**src/rtl/draw_hand.sv**
```systemverilog
`default_nettype none
// ============================================================================
// Module   : draw_hand
// Brief    : Holds up to MAX_CARDS dealt cards and overlays them on a VGA
//            stream through an external card ROM.
// Revision : 1.0 - initial release
// ============================================================================
module draw_hand #(
  parameter int          MAX_CARDS = 6,
  parameter int          X_START   = 100,
  parameter int          Y_START   = 400,
  parameter int          CARD_W    = 64,
  parameter int          CARD_H    = 96,
  parameter int          X_STEP    = 24,
  parameter int          ROM_LAT   = 1,
  parameter logic [11:0] TRANSP    = 12'h0F0,
  parameter int          ADDR_W    = 13
) (
  input  logic              clk,
  input  logic              rst,
  input  logic [10:0]       vga_in_vcount,
  input  logic              vga_in_vsync,
  input  logic              vga_in_vblnk,
  input  logic [10:0]       vga_in_hcount,
  input  logic              vga_in_hsync,
  input  logic              vga_in_hblnk,
  input  logic [11:0]       vga_in_rgb,
  output logic [10:0]       vga_out_vcount,
  output logic              vga_out_vsync,
  output logic              vga_out_vblnk,
  output logic [10:0]       vga_out_hcount,
  output logic              vga_out_hsync,
  output logic              vga_out_hblnk,
  output logic [11:0]       vga_out_rgb,
  input  logic              card_valid,
  output logic              card_ready,
  input  logic [6:0]        card_number_in,
  input  logic [3:0]        card_symbol_in,
  input  logic              hand_clr,
  output logic [3:0]        hand_count,
  output logic [ADDR_W-1:0] pixel_addr,
  output logic [6:0]        card_number,
  output logic [3:0]        card_symbol,
  input  logic [11:0]       rgb_pixel
);

  localparam int          c_vga_w     = 38;
  localparam logic [10:0] c_y_start   = 11'(Y_START);
  localparam logic [10:0] c_card_w    = 11'(CARD_W);
  localparam logic [10:0] c_card_h    = 11'(CARD_H);
  localparam logic [3:0]  c_max_cards = 4'(MAX_CARDS);

  function automatic logic [10:0] slot_x(input int i);
    return 11'(X_START + i * X_STEP);
  endfunction

  logic [3:0]  r_hand_count;
  logic [6:0]  r_num  [MAX_CARDS];
  logic [3:0]  r_sym  [MAX_CARDS];
  logic [3:0]  r_disp_count;
  logic [6:0]  r_dnum [MAX_CARDS];
  logic [3:0]  r_dsym [MAX_CARDS];
  logic        r_vblnk_d;
  logic        w_ready;
  logic        w_push;
  logic        w_vblnk_rise;

  assign w_ready      = !rst && (r_hand_count < c_max_cards) && !hand_clr;
  assign w_push       = card_valid && w_ready;
  assign w_vblnk_rise = vga_in_vblnk && !r_vblnk_d;
  assign card_ready   = w_ready;
  assign hand_count   = r_hand_count;

  always_ff @(posedge clk) begin
    if (rst) begin
      r_hand_count <= '0;
      for (int i = 0; i < MAX_CARDS; i++) begin
        r_num[i] <= '0;
        r_sym[i] <= '0;
      end
    end else if (hand_clr) begin
      r_hand_count <= '0;
    end else if (w_push) begin
      r_hand_count <= r_hand_count + 4'd1;
      for (int i = 0; i < MAX_CARDS; i++) begin
        if (r_hand_count == 4'(i)) begin
          r_num[i] <= card_number_in;
          r_sym[i] <= card_symbol_in;
        end
      end
    end
  end

  // The drawn hand only changes at the start of vertical blanking.
  always_ff @(posedge clk) begin
    if (rst) begin
      r_vblnk_d    <= 1'b0;
      r_disp_count <= '0;
      for (int i = 0; i < MAX_CARDS; i++) begin
        r_dnum[i] <= '0;
        r_dsym[i] <= '0;
      end
    end else begin
      r_vblnk_d <= vga_in_vblnk;
      if (w_vblnk_rise) begin
        r_disp_count <= r_hand_count;
        for (int i = 0; i < MAX_CARDS; i++) begin
          r_dnum[i] <= r_num[i];
          r_dsym[i] <= r_sym[i];
        end
      end
    end
  end

  logic              w_in_y;
  logic              w_hit;
  logic [10:0]       w_dx;
  logic [10:0]       w_dy;
  logic [6:0]        w_num;
  logic [3:0]        w_sym;
  logic [ADDR_W-1:0] w_addr;

  // Later slots overwrite earlier ones, so the most recently dealt card wins.
  always_comb begin
    w_in_y = (vga_in_vcount >= c_y_start) && ((vga_in_vcount - c_y_start) < c_card_h);
    w_dy   = vga_in_vcount - c_y_start;
    w_hit  = 1'b0;
    w_dx   = '0;
    w_num  = '0;
    w_sym  = '0;
    for (int i = 0; i < MAX_CARDS; i++) begin
      if (w_in_y && (4'(i) < r_disp_count) && (vga_in_hcount >= slot_x(i)) &&
          ((vga_in_hcount - slot_x(i)) < c_card_w)) begin
        w_hit = 1'b1;
        w_dx  = vga_in_hcount - slot_x(i);
        w_num = r_dnum[i];
        w_sym = r_dsym[i];
      end
    end
    w_addr = ADDR_W'(w_dy) * ADDR_W'(CARD_W) + ADDR_W'(w_dx);
  end

  logic [c_vga_w-1:0] w_vga_in;
  logic [c_vga_w-1:0] r_vpipe [ROM_LAT+1];
  logic [ROM_LAT:0]   r_hit;
  logic [c_vga_w-1:0] r_vout;
  logic [11:0]        w_rgb_out;
  logic [ADDR_W-1:0]  r_pixel_addr;
  logic [6:0]         r_card_number;
  logic [3:0]         r_card_symbol;

  assign w_vga_in  = {vga_in_vcount, vga_in_vsync, vga_in_vblnk,
                      vga_in_hcount, vga_in_hsync, vga_in_hblnk, vga_in_rgb};
  assign w_rgb_out = (r_hit[ROM_LAT] && (rgb_pixel != TRANSP)) ? rgb_pixel
                                                               : r_vpipe[ROM_LAT][11:0];

  // Index ROM_LAT of the pipeline lines up with the ROM data for its address.
  always_ff @(posedge clk) begin
    if (rst) begin
      r_pixel_addr  <= '0;
      r_card_number <= '0;
      r_card_symbol <= '0;
      r_hit         <= '0;
      r_vout        <= '0;
      for (int j = 0; j <= ROM_LAT; j++) r_vpipe[j] <= '0;
    end else begin
      r_pixel_addr  <= w_hit ? w_addr : '0;
      r_card_number <= w_num;
      r_card_symbol <= w_sym;
      r_vpipe[0]    <= w_vga_in;
      r_hit[0]      <= w_hit;
      for (int j = 1; j <= ROM_LAT; j++) begin
        r_vpipe[j] <= r_vpipe[j-1];
        r_hit[j]   <= r_hit[j-1];
      end
      r_vout <= {r_vpipe[ROM_LAT][c_vga_w-1:12], w_rgb_out};
    end
  end

  assign pixel_addr  = r_pixel_addr;
  assign card_number = r_card_number;
  assign card_symbol = r_card_symbol;
  assign {vga_out_vcount, vga_out_vsync, vga_out_vblnk,
          vga_out_hcount, vga_out_hsync, vga_out_hblnk, vga_out_rgb} = r_vout;

endmodule
`default_nettype wire
```
**config.mk**
```make
export PLATFORM = sky130hd
export DESIGN_NAME = draw_hand
export DESIGN_NICKNAME = d
export VERILOG_FILES = /design/src/rtl/draw_hand.sv
export SDC_FILE = /design/constraint.sdc
export NUM_CORES = 1
export LEC_CHECK = 0
export BUFFER_PORTS_ARGS = -buffer_cell sky130_fd_sc_hd__buf_4
export CORE_ASPECT_RATIO = 0.6
export CORE_UTILIZATION = 40
export CTS_CLUSTER_SIZE = 12
export DETAILED_ROUTE_END_ITERATION = 7
export GPL_TIMING_DRIVEN = 0
export PLACE_DENSITY = 0.63
export SYNTH_ARGS = -nofsm -noshare
export SYNTH_HDL_FRONTEND = slang
export SYNTH_SLANG_ARGS = --single-unit
export TNS_END_PERCENT = 10
```
**constraint.sdc**
```tcl
create_clock -name clk -period 3.2 [get_ports clk]
set_input_delay 0.8 -clock clk [delete_from_list [all_inputs] [get_ports clk]]
set_output_delay 0.8 -clock clk [all_outputs]
set_load 0.03 [all_outputs]
```
### Yosys cells after proc, flatten, opt, wreduce, memory -nomap -nowiden

Memories as Yosys holds them, arrays and structs flattened.
Index checks and enable logic that the tools add are counted.

* bits in registers: 73
* word-level logic and storage cells: 193
* memories: 5
* RAM bits: 208
* memory bits (read-only): 0
* bits in latches: 0

* shift operators: 0
* bitwise operators: 27
* eq/ne operators: 6
* multiply operators: 0
* div/mod/pow operators: 0
* magnitude comparators: 21
* multiplexer cells: 87
* add/sub/neg operators: 9
* reductions and logical operators: 30

Memories
* r_vpipe: words 2, width 38, rd ports 2, clocked after memory_dff 0, write ports 2, line 144 `logic [c_vga_w-1:0] r_vpipe [ROM_LAT+1];`
* r_dnum: words 6, width 7, rd ports 6, clocked after memory_dff 0, write ports 6, line 61 `logic [6:0] r_dnum [MAX_CARDS];`
* r_num: words 6, width 7, rd ports 6, clocked after memory_dff 0, write ports 6, line 58 `logic [6:0] r_num [MAX_CARDS];`
* r_dsym: words 6, width 4, rd ports 6, clocked after memory_dff 0, write ports 6, line 62 `logic [3:0] r_dsym [MAX_CARDS];`
* r_sym: words 6, width 4, rd ports 6, clocked after memory_dff 0, write ports 6, line 59 `logic [3:0] r_sym [MAX_CARDS];`

Operators by type and width (number)
* $mux W7: 18
* $lt A11 B7 Y1 const B: 7
* $mux W38: 2
* $mux W4: 18
* $mux W11: 6
* $ge A11 B8 Y1 const B: 4
* $sub A11 B8 Y11 const B: 4
* $mux W1: 42
* $or A1 B1 Y1: 26
* $logic_and A1 B1 Y1: 24
* $ge A11 B7 Y1 const B: 2
* $sub A11 B7 Y11 const B: 2
* $add A13 B11 Y13: 1
* $mux W12: 1
* $ne A12 B8 Y1 const B: 1
* $ge A11 B9 Y1 const B: 1
* $sub A11 B9 Y11 const B: 1
* $eq A4 B2 Y1 const B: 2
* $eq A4 B3 Y1 const B: 2
* $lt A1 B4 Y1 const A: 2
* $lt A2 B4 Y1 const A: 2
* $lt A3 B4 Y1 const A: 2
* $add A4 B1 Y4 const B: 1
* $eq A4 B1 Y1 const B: 1
* other kinds (5): 8

### Depth between registers and ports, before layout

* word-level depth: 14
* gate-level depth with buffers: 14

### Worst setup path after synthesis

Ideal clock, no wire load.

* path type: input -> register
* start point: input port rst
* end point: memory r_num[0][0] (enable)
* stages on the path: 6
* arrival: 3708 ps
* library setup time: 341 ps
* data required time: 2859 ps
* setup slack: -849 ps
* path through: a2111oi_0 and2_1 clkbuf_1 nor2b_1 clkbuf_1 a21o_1

RTL lines
* start, declared: line 20 `input logic rst,`
* end, declared: line 58

### Worst setup path in the final report

* start point: input port vga_in_vcount[4]
* end point: register r_card_number[1], in the netlist card_number[1]

* word-level cells in the longest chain between the ends: 12
* elaborated cells on any way between the ends: 28
* those cells by class: 1 x add/sub; 2 x order compare; 6 x mux; 19 x reduce/logical

Ends and longest elaborated chain
* start, declared: line 21 `input logic [10:0] vga_in_vcount,`
* $sub A11 B9 Y11
* $lt A11 B7 Y1: line 125 `w_in_y = (vga_in_vcount >= c_y_start) && ((vga_in_vcount - c_y_start) < c_card_h);`
* $logic_and A1 B1 Y1 *: line 125
* $logic_and A1 B1 Y1 (3 in a row): line 132 `if (w_in_y && (4'(i) < r_disp_count) && (vga_in_hcount >= slot_x(i)) &&`
* $mux W7 (5 in a row): line 132
* $mux W7 *: line 132
* end signal, assigned: line 168 `r_card_number <= w_num;`
* end, declared: line 149 `logic [6:0] r_card_number;`

Mark *: on every way between the ends. The rest lies on a longest branch, timed or not.
A chain may end at the register's enable or synchronous reset.

==> impl_metrics.env <==
export IMPL_timing_hold_ws_ns=0.432
export IMPL_clk_latency_ns=0.55
export IMPL_power_leakage_nw=5.76
export IMPL_relSlewSlack=0.245
export IMPL_cts_max_level=1
export IMPL_cts_sinks=280
export IMPL_timing_final_hold_violations=0
export IMPL_hp_class="flip-flop to flip-flop"
export IMPL_cp_end_kind="flip-flop"
export IMPL_synth_most_common_cell="dfxtp_1"
export IMPL_outcome="finished clean"
export IMPL_avgSynthCellArea_um2=11.9
export IMPL_fin_crit_ns=3.20
export IMPL_grt_pass1_vias=6776
export IMPL_gp_congestion=0.945
export IMPL_async_reset_ff_frac=0
export IMPL_netlist_area_um2=11000
export IMPL_cts_root_buf="clkbuf_16"
export IMPL_top_layer_used="met4"
export IMPL_drc=0
export IMPL_synth_common_cells="dfxtp_1 (148), edfxtp_1 (132), and3_1 (122)"
export IMPL_synth_flop_cell="dfxtp_1"
export IMPL_drt_iter0_drc=816
export IMPL_routedWlPerCell_um=19.6
export IMPL_grt_total_usage=0.201
export IMPL_fmax_mhz=313
export IMPL_path_class="input pin to flip-flop"
export IMPL_fin_skew_ns=0.0182
export IMPL_drive_above_1_share=0.201
export IMPL_vias=7646
export IMPL_rsz0062_at_grt="yes"
export IMPL_holdCritStartpoint="r_vpipe[0][50]"
export IMPL_cts_clk_slew_worst_paths_ns=0.06
export IMPL_r2r_start="r_disp_count[1]"
export IMPL_ys_ff_latch=280
export IMPL_p_per_area_nw_per_um2=559
export IMPL_setup_viol=0
export IMPL_reg2reg_to="card_symbol[0]"
export IMPL_die_h_um=130
export IMPL_drtPass1Iterations=5
export IMPL_synth_top_area_share=0.361
export IMPL_wl_met3_mm=2.79
export IMPL_syn2layout_area_growth_pct=22.6
export IMPL_diodes=0
export IMPL_drv_cap=0
export IMPL_cts_buffer_depth=3
export IMPL_tightest_slew_ns=1.12
export IMPL_routed_wl_mm=28.9
export IMPL_dpl_hpwl_mm=21.0
export IMPL_grt_pass1_wl_mm=42.3
export IMPL_cp_required_ns=3.62
export IMPL_start_util=0.412
export IMPL_peakVddDrop_mv=0.397
export IMPL_worstPathMaxFanout=10
export IMPL_cts_tree="built"
export IMPL_post_route_util=0.505
export IMPL_die_x_um=216
export IMPL_holdPathStages=1
export IMPL_antenna_found_initial=2
export IMPL_nNetsFinal=1177
export IMPL_dr_wl_met2_mm=10.6
export IMPL_cp_arrival_ns=3.62
export IMPL_ys_types=68
export IMPL_ys_seq_area_frac=0.631
export IMPL_r2r_cells=8
export IMPL_fillers=2356
export IMPL_core_area_um2=26600
export IMPL_ys_warn_count=0
export IMPL_placed_cell_area_um2=12400
export IMPL_ant_nets=0
export IMPL_port_buffers=129
export IMPL_holdPathEnd="r_vout[12]"
export IMPL_drt_vias_per_instance=5.18
export IMPL_netlist_instances=925
export IMPL_die_area_um2=28100
export IMPL_synth_area_leader_cell="edfxtp_1"
export IMPL_synthTopCellsByArea="edfxtp_1 (36%), dfxtp_1 (27%), and3_1 (7.0%), nor2b_1 (6.0%), and2_1 (1.8%)"
export IMPL_synth_edff_count=132
export IMPL_min_period_over_period=0.999
export IMPL_numCtsBuffers=28
export IMPL_grt_overflow_total=0
export IMPL_rows=46
export IMPL_num_io_pins=132
export IMPL_r2r_setup_slack_ns=0.28
export IMPL_design_area_um2=13400
export IMPL_critPathLaunchType="input pin"
export IMPL_finalMaxSlewViolations=0
export IMPL_wl_met1_mm=15.2
export IMPL_grt_start_max_net_pins=35
==> cell usage in the layout (no fill, tap or decap), drive strengths merged, types with 15 or more instances in the layout <==
| master | Yosys | routed |
|---|---|---|
| buf | 22 | 161 |
| dfxtp | 148 | 148 |
| edfxtp | 132 | 132 |
| and3 | 122 | 122 |
| nor2b | 106 | 106 |
| clkbuf | 46 | 93 |
| nor2 | 39 | 39 |
| nand2 | 37 | 37 |
| and2 | 32 | 32 |
| a21oi | 30 | 30 |
| o21ai | 15 | 15 |
==> kinds of logic (layout without fill, tap and decap cells) <==
group,Yosys count,in the layout,synth area share
compound gates,138,138,0.0919
simple gates,385,385,0.205
mux,10,10,0.00935
buf+inv,81,269,0.0333
fa+ha+maj,13,13,0.0155
flops,280,280,0.631
xor+xnor,16,16,0.0128
other cells,2,6,0.000684
==> power breakdown <==
part	internal (W)	total, W	switching [W]
registers	0.00390	0.00394	0.0000417
logic	0.000189	0.000508	0.000319
clock network	0.00176	0.00307	0.00131
==> layout make-up <==
class	count	area, µm²	area share
multi-input combinational	568	3780	0.281
tap	360	450	0.0335
inverter	13	53.8	0.00400
timing repair buffer	140	1080	0.0800
sequential	280	6930	0.515
buffer	68	323	0.0240
clock buffer	46	833	0.0620
clock inverter	2	10.0	0.000744
==> worst max-delay path by stage <==
stage | startpoint | to
after floorplan | vga_in_hcount[2] | pixel_addr[4]
after global placement | rst | r_dnum[5][2]
after detailed placement | vga_in_hcount[2] | card_number[1]
after CTS | vga_in_hcount[2] | card_symbol[1]
after global routing | vga_in_hcount[3] | card_symbol[0]
final | vga_in_vcount[4] | card_number[1]
==> flip-flops by register name, summed over array words and instances (netlist names) <==
signal,flops
r_vpipe,76
r_dnum,42
r_num,42
r_vout,38
r_dsym,24
r_sym,24
pixel_addr,13
card_number,7
card_symbol,4
hand_count,4
r_disp_count,4
r_hit,2
==> per-layer routing <==
layer	vias to the layer above	global-route usage
met3	31	0.0515
met4	0	0.0317
li1	3651	-
met5	-	0
met1	3635	0.338
met2	329	0.249
==> metrics by stage <==
step	power [W]	setup slack, ns	instances	setup TNS (ns)
after detailed placement	0.00450	-1.13	1419	-41.25
after CTS	0.00756	0.0123	1471	0
final	0.00751	0.00214	1477	0
after global placement	0.00449	-1.38	1418	-119.01
after global routing	0.00778	-0.110	1477	-0.586
after floorplan	0.00427	-0.0776	929	-0.0788
==> repair_timing <==
action                                  CTS  global route
resized for setup                        11             9
hold buffers                              0             0
endpoints found under the setup margin   17            15
setup buffers                             4             6
pin swaps                                 1             5
gates cloned                              0             0
==> critical path: stages <==
cell and delay, ns:
buf_4 0.12, inv_1 0.13, ha_1 0.26, nor3b_1 0.20
o311ai_1 0.20, a211o_1 0.47, or3_1 0.38, buf_2 0.16
buf_2 0.20, o221ai_1 0.36, nand3_1 0.15, and2_1 0.19
(Power assumes the default switching activity.)
